`src/rtl/rv32m_muldiv_unit.sv`:
```
// RV32M multiply/divide execute unit: one shared shift-add / restoring-divide
// datapath, 32 iterations per op, with a sign fix-up cycle and divide fast paths.
module rv32m_muldiv_unit #(
    parameter int XLEN  = 32,
    parameter int TAG_W = 5
) (
    input  logic                      clk,
    input  logic                      rst,
    input  logic                      flush,
    input  logic                      in_valid,
    output logic                      in_ready,
    input  logic [2:0]                in_func3,
    input  logic [XLEN-1:0]           in_a,
    input  logic [XLEN-1:0]           in_b,
    input  logic [TAG_W-1:0]          in_rd,
    output logic                      out_valid,
    input  logic                      out_ready,
    output logic [XLEN-1:0]           out_result,
    output logic [TAG_W-1:0]          out_rd,
    output logic [1:0]                dbg_state,
    output logic [$clog2(XLEN)-1:0]   dbg_count
);

    localparam int CNT_W = $clog2(XLEN);
    localparam logic [CNT_W-1:0] LAST_STEP = CNT_W'(XLEN - 1);
    localparam logic [XLEN-1:0]  MOST_NEG  = {1'b1, {(XLEN-1){1'b0}}};

    typedef enum logic [1:0] {
        S_IDLE = 2'd0,
        S_CALC = 2'd1,
        S_FIX  = 2'd2,
        S_DONE = 2'd3
    } state_t;

    state_t r_state;
    state_t w_state_next;

    logic [CNT_W-1:0] r_count;
    logic [2:0]       r_func3;
    logic [TAG_W-1:0] r_rd;
    logic             r_sign_a;
    logic             r_sign_b;
    logic [XLEN-1:0]  r_mag_a;
    logic [XLEN-1:0]  r_mag_b;
    logic [XLEN-1:0]  r_hi;
    logic [XLEN-1:0]  r_lo;
    logic [XLEN-1:0]  r_result;

    logic             w_accept;
    logic             w_a_signed;
    logic             w_b_signed;
    logic             w_in_sign_a;
    logic             w_in_sign_b;
    logic [XLEN-1:0]  w_in_mag_a;
    logic [XLEN-1:0]  w_in_mag_b;
    logic             w_div_zero;
    logic             w_div_ovf;
    logic             w_fast;
    logic [XLEN-1:0]  w_fast_result;

    logic [XLEN:0]    w_add;
    logic [XLEN:0]    w_sum;
    logic [XLEN:0]    w_shift;
    logic [XLEN:0]    w_diff;
    logic [XLEN-1:0]  w_step_hi;
    logic [XLEN-1:0]  w_step_lo;

    logic [2*XLEN-1:0] w_prod;
    logic [2*XLEN-1:0] w_prod_fix;
    logic [XLEN-1:0]   w_quot_fix;
    logic [XLEN-1:0]   w_rem_fix;
    logic [XLEN-1:0]   w_fix_result;

    // Operand decode on the incoming op; MUL is treated as unsigned since only the low word is kept.
    always_comb begin
        w_a_signed  = (in_func3 == 3'd1) || (in_func3 == 3'd2) ||
                      (in_func3 == 3'd4) || (in_func3 == 3'd6);
        w_b_signed  = (in_func3 == 3'd1) || (in_func3 == 3'd4) || (in_func3 == 3'd6);
        w_in_sign_a = w_a_signed & in_a[XLEN-1];
        w_in_sign_b = w_b_signed & in_b[XLEN-1];
        w_in_mag_a  = w_in_sign_a ? -in_a : in_a;
        w_in_mag_b  = w_in_sign_b ? -in_b : in_b;
        w_div_zero  = in_func3[2] && (in_b == '0);
        w_div_ovf   = in_func3[2] && !in_func3[0] && (in_a == MOST_NEG) && (in_b == '1);
        w_fast      = w_div_zero || w_div_ovf;
        w_fast_result = '0;
        if (w_div_zero) begin
            w_fast_result = in_func3[1] ? in_a : '1;
        end else if (w_div_ovf) begin
            w_fast_result = in_func3[1] ? '0 : MOST_NEG;
        end
    end

    always_ff @(posedge clk) begin
        if (rst) begin
            r_state <= S_IDLE;
        end else begin
            r_state <= w_state_next;
        end
    end

    always_comb begin
        w_state_next = r_state;
        w_accept     = 1'b0;
        in_ready     = (r_state == S_IDLE);
        out_valid    = (r_state == S_DONE);
        case (r_state)
            S_IDLE: begin
                if (in_valid && !flush) begin
                    w_accept     = 1'b1;
                    w_state_next = w_fast ? S_DONE : S_CALC;
                end
            end
            S_CALC: begin
                if (r_count == LAST_STEP) begin
                    w_state_next = S_FIX;
                end
            end
            S_FIX: begin
                w_state_next = S_DONE;
            end
            S_DONE: begin
                if (out_ready) begin
                    w_state_next = S_IDLE;
                end
            end
            default: begin
                w_state_next = S_IDLE;
            end
        endcase
        if (flush) begin
            w_state_next = S_IDLE;
        end
    end

    // One iteration: {hi,lo} is the product shifting right, or remainder:quotient shifting left.
    always_comb begin
        w_add   = r_lo[0] ? {1'b0, r_mag_a} : '0;
        w_sum   = {1'b0, r_hi} + w_add;
        w_shift = {r_hi, r_lo[XLEN-1]};
        w_diff  = w_shift - {1'b0, r_mag_b};
        if (r_func3[2]) begin
            w_step_hi = w_diff[XLEN] ? w_shift[XLEN-1:0] : w_diff[XLEN-1:0];
            w_step_lo = {r_lo[XLEN-2:0], ~w_diff[XLEN]};
        end else begin
            w_step_hi = w_sum[XLEN:1];
            w_step_lo = {w_sum[0], r_lo[XLEN-1:1]};
        end
    end

    always_comb begin
        w_prod     = {r_hi, r_lo};
        w_prod_fix = (r_sign_a ^ r_sign_b) ? -w_prod : w_prod;
        w_quot_fix = (r_sign_a ^ r_sign_b) ? -r_lo : r_lo;
        w_rem_fix  = r_sign_a ? -r_hi : r_hi;
        case (r_func3)
            3'd0:            w_fix_result = w_prod_fix[XLEN-1:0];
            3'd1, 3'd2, 3'd3: w_fix_result = w_prod_fix[2*XLEN-1:XLEN];
            3'd4, 3'd5:      w_fix_result = w_quot_fix;
            default:         w_fix_result = w_rem_fix;
        endcase
    end

    always_ff @(posedge clk) begin
        if (rst) begin
            r_count  <= '0;
            r_func3  <= '0;
            r_rd     <= '0;
            r_sign_a <= 1'b0;
            r_sign_b <= 1'b0;
            r_mag_a  <= '0;
            r_mag_b  <= '0;
            r_hi     <= '0;
            r_lo     <= '0;
            r_result <= '0;
        end else if (w_accept) begin
            r_count  <= '0;
            r_func3  <= in_func3;
            r_rd     <= in_rd;
            r_sign_a <= w_in_sign_a;
            r_sign_b <= w_in_sign_b;
            r_mag_a  <= w_in_mag_a;
            r_mag_b  <= w_in_mag_b;
            r_hi     <= '0;
            r_lo     <= in_func3[2] ? w_in_mag_a : w_in_mag_b;
            if (w_fast) begin
                r_result <= w_fast_result;
            end
        end else if (r_state == S_CALC) begin
            r_hi    <= w_step_hi;
            r_lo    <= w_step_lo;
            r_count <= r_count + CNT_W'(1);
        end else if (r_state == S_FIX) begin
            r_result <= w_fix_result;
        end
    end

    assign out_result = r_result;
    assign out_rd     = r_rd;
    assign dbg_state  = r_state;
    assign dbg_count  = r_count;

endmodule
```
`config.mk`:
```
export PLATFORM = sky130hd
export DESIGN_NAME = rv32m_muldiv_unit
export DESIGN_NICKNAME = d
export VERILOG_FILES = /design/src/rtl/rv32m_muldiv_unit.sv
export SDC_FILE = /design/constraint.sdc
export NUM_CORES = 1
export LEC_CHECK = 0
export CAP_MARGIN = 15
export CORE_UTILIZATION = 45
export DETAILED_ROUTE_END_ITERATION = 6
export HOLD_SLACK_MARGIN = 0.12
export PLACE_DENSITY = 0.68
export SKIP_LAST_GASP = 1
export SLEW_MARGIN = 20
export SYNTH_ARGS = -nofsm -noshare
export SYNTH_HDL_FRONTEND = slang
export SYNTH_SLANG_ARGS = --single-unit
export TNS_END_PERCENT = 5
```
`constraint.sdc`:
```
create_clock -name clk -period 4.7 [get_ports clk]
set_input_delay 0.94 -clock clk [delete_from_list [all_inputs] [get_ports clk]]
set_output_delay 0.94 -clock clk [all_outputs]
set_load 0.005 [all_outputs]
```
==> impl_metrics.tcl, run 1 <==
set metrics [dict create \
    yosys-top-cells-count "nor2_1 (246), nand2_1 (191), dfxtp_1 (177), o21ai_0 (157), a21oi_1 (143)" \
    die_height_um 187 \
    drcViolationCount 0 \
    critPathCapture "out_result[29]" \
    cts-buffers-inserted 17 \
    ir_worst_vdd_mv 0.295 \
    cts-root-buf "clkbuf_16" \
    cp-end-kind "flip-flop" \
    synth_area_leaders "dfxtp_1 (23%), ha_1 (6.1%), nor2_1 (6.0%), xor2_1 (5.5%), xnor2_1 (5.4%)" \
    dpl.hpwl_mm 45.7 \
    die_w_um 187 \
    routed_via_density 6.36 \
    r2r_start "r_lo[31]" \
    insertion_delay_ns 0.46 \
    num_vias 16507 \
    final-setup-viol-count 0 \
    fin_crit_sh_pct 88.8 \
    wl_met3_mm 5.88 \
    grt_pass1_wl_mm 91.6 \
    yosysMostFrequentCell "nor2_1" \
    fmax_mhz 240 \
    syn_area_mm2 0.0154 \
    drtIter0Drc 1892 \
    ys_types 88 \
    maxSlewViolCount 0 \
    synth_ff_type "dfxtp_1" \
    required_ns 5.03 \
    avgRoutedWirePerCell_um 23.3 \
    tns_ns 0 \
    hold_violations 0 \
    status "finished clean" \
    worstMarginPinSlew_ns 1.10 \
    cts_tree "built" \
    grt_pass1_vias 15247 \
    arrival_ns 4.51 \
    grt_antenna_before_repair 1 \
    top_layer_used "met5" \
    globalplace.congestion 1.03 \
    synth_seq_cells 177 \
    grt_usage_pct 33.8 \
    synth_top_area_share_pct 23.0 \
    critical_path_class "input pin to flip-flop" \
    r2r_end "r_hi[21]" \
    die-area_mm2 0.0350 \
    rrSetupSlack_ns 0.59 \
    grt_overflow_total 0 \
    period_needed_ns 4.17 \
    timing.critical_path.from_type "input pin" \
    drive_above_1_share_pct 6.01 \
    rsz0062_at_grt "no" \
    clk_pin_slew_worst_paths_ns 0.07 \
    ff2ff_path_depth 15 \
    relSlewSlack_pct 26.3 \
    cts_setup_buffers 0 \
    htreeDepth 4 \
    syn_to_final_growth_pct 13.8 \
    crit_fanout 14 \
    layout.nets 2287 \
    max-cap-violations 0 \
    finalWirelength_mm 60.3 \
    min_path_type "flip-flop to flip-flop" \
    clock_sinks 177 \
    avgSynthCellArea_um2 7.34 \
    cts_resized 0 \
    layout.cells.non_filler 2594 \
    met2WireLength_mm 26.0 \
    synth_top_area_cell "dfxtp_1" \
    met1_length_mm 25.0 \
    async_flop_share_pct 0 \
    num_io_pins 123 \
    p_leak_nw 6.60 \
    fin_skew_ns 0.0123 \
    antenna_cells_inserted 0 \
    syn_inst 2099 \
    clk_path_buf_depth 2 \
    design.core.area_mm2 0.0336 \
    yosysSeqAreaShare_pct 23.0 \
    grt_max_degree 109 \
    synth-edff-count 0 \
    hold_buffers 0 \
    start_util_pct 45.8 \
    pwr_density_cell_mw_per_mm2 274 \
    syn-num-nets 2253 \
    io_buffers 122 \
    rows 67 \
    n_fill_cell 3309 \
    dp.cells 2562 \
    dr.pass1.iters 6 \
    startpoint "in_a[29]" \
    ant_nets 0 \
    yosysWarnings 0 \
]
worst max-delay path, stage by stage:
cell	delay, ns
clkdlybuf4s50_1	0.53
or3_1	0.49
or4_1	0.54
nor4_1	0.59
a31oi_2	0.30
a211oi_4	0.54
nor2_1	0.33
nand2_1	0.16
o21ai_0	0.08
kinds of logic (layout without fill, tap and decap cells):
kind of cell    count (synthesis)  count (layout)  share of synthesized area [%]
mux                            45              45                           2.96
xor+xnor                      191             191                           10.9
fa+ha+maj                      77              77                           6.35
simple gates                  699             699                           21.8
flops                         177             177                           23.0
compound gates                685             685                           29.3
buf+inv                       225             272                           5.74
through the flow:
step | instance area, um^2 | setup slack [ns] | total power, mW | util (%) | hold WS [ns]
final | 17500 | 0.526 | 4.81 | 52.2 | 0.454
after global routing | 17500 | 0.255 | 5.01 | 52.2 | 0.488
after CTS | 17500 | 0.577 | 4.78 | 52.2 | 0.459
after detailed placement | 17000 | 0.0903 | 3.36 | 50.5 | 0.448
after global placement | 17000 | 0.149 | 3.34 | 50.5 | 0.442
after floorplan | 15400 | 1.22 | 2.77 | - | 0.432
final cells by class:
cell class	instances	area, um^2	share of cell area (%)
clock buffer	20	447	2.55
sequential	177	3540	20.2
clock inverter	12	115	0.656
inverter	69	259	1.48
tap	448	561	3.20
timing repair buffer	171	1590	9.09
multi-input combinational	1697	11000	62.8
where the power goes:
part	switching, mW	internal, mW	total (mW)
Sequential	0.120	1.59	1.71
Clock	0.714	0.714	1.43
Combinational	1.07	0.611	1.68
cells in the final DEF (no fill, tap or decap), drive strengths merged, types with 13 or more instances in the layout:
master	netlist	routed
o21ai	164	164
dfxtp	177	177
o31ai	29	29
a31oi	42	42
nor3	44	44
a211oi	108	108
or4	20	20
a21oi	144	144
a21o	35	35
or3	21	21
o221ai	18	18
nand2	192	192
ha	75	75
o41ai	14	14
inv	68	76
nand3	23	23
o211ai	30	30
o21a	13	13
and2	41	41
xor2	96	96
nor4	22	22
mux2i	40	40
clkbuf	120	20
xnor2	95	95
nand2b	35	35
o22ai	17	17
nand4	16	16
clkdlybuf4s50	0	120
nor2	247	247
buf	36	51
per-layer routing:
layer,vias up,GRT usage (%)
met2,872,50.8
met5,-,0
met4,2,18.8
met1,7778,44.7
met3,175,7.65
li1,7680,-
worst min-delay path by stage:
| stage | from | endpoint | slack, ns | depth (start not counted) |
|---|---|---|---|---|
| 2_1_floorplan | r_mag_a[0] | r_mag_a[0] | 0.43 | 2 |
| 3_3_place_gp | out_rd[2] | out_rd[2] | 0.44 | 2 |
| 3_5_place_dp | out_result[27] | out_result[27] | 0.45 | 2 |
| 4_1_cts | out_result[27] | out_result[27] | 0.46 | 2 |
| 5_1_grt | out_rd[2] | out_rd[2] | 0.49 | 2 |
| 6_report | out_result[27] | out_result[27] | 0.45 | 2 |
registers in the layout (all words and copies together), names as in the netlist:
register	count
out_rd	5
r_sign_b	1
r_func3	3
out_result	32
r_mag_b	32
r_mag_a	32
dbg_state	2
r_hi	32
r_lo	32
dbg_count	5
r_sign_a	1
Note: power is estimated with default switching activity, not from simulation.
==> run 2, diff against run 1 <==
- SETUP_SLACK_MARGIN: default -> 0.1
==> results of run 2 <==
No change in the layout: final DEF, timing and power equal those of run 1.
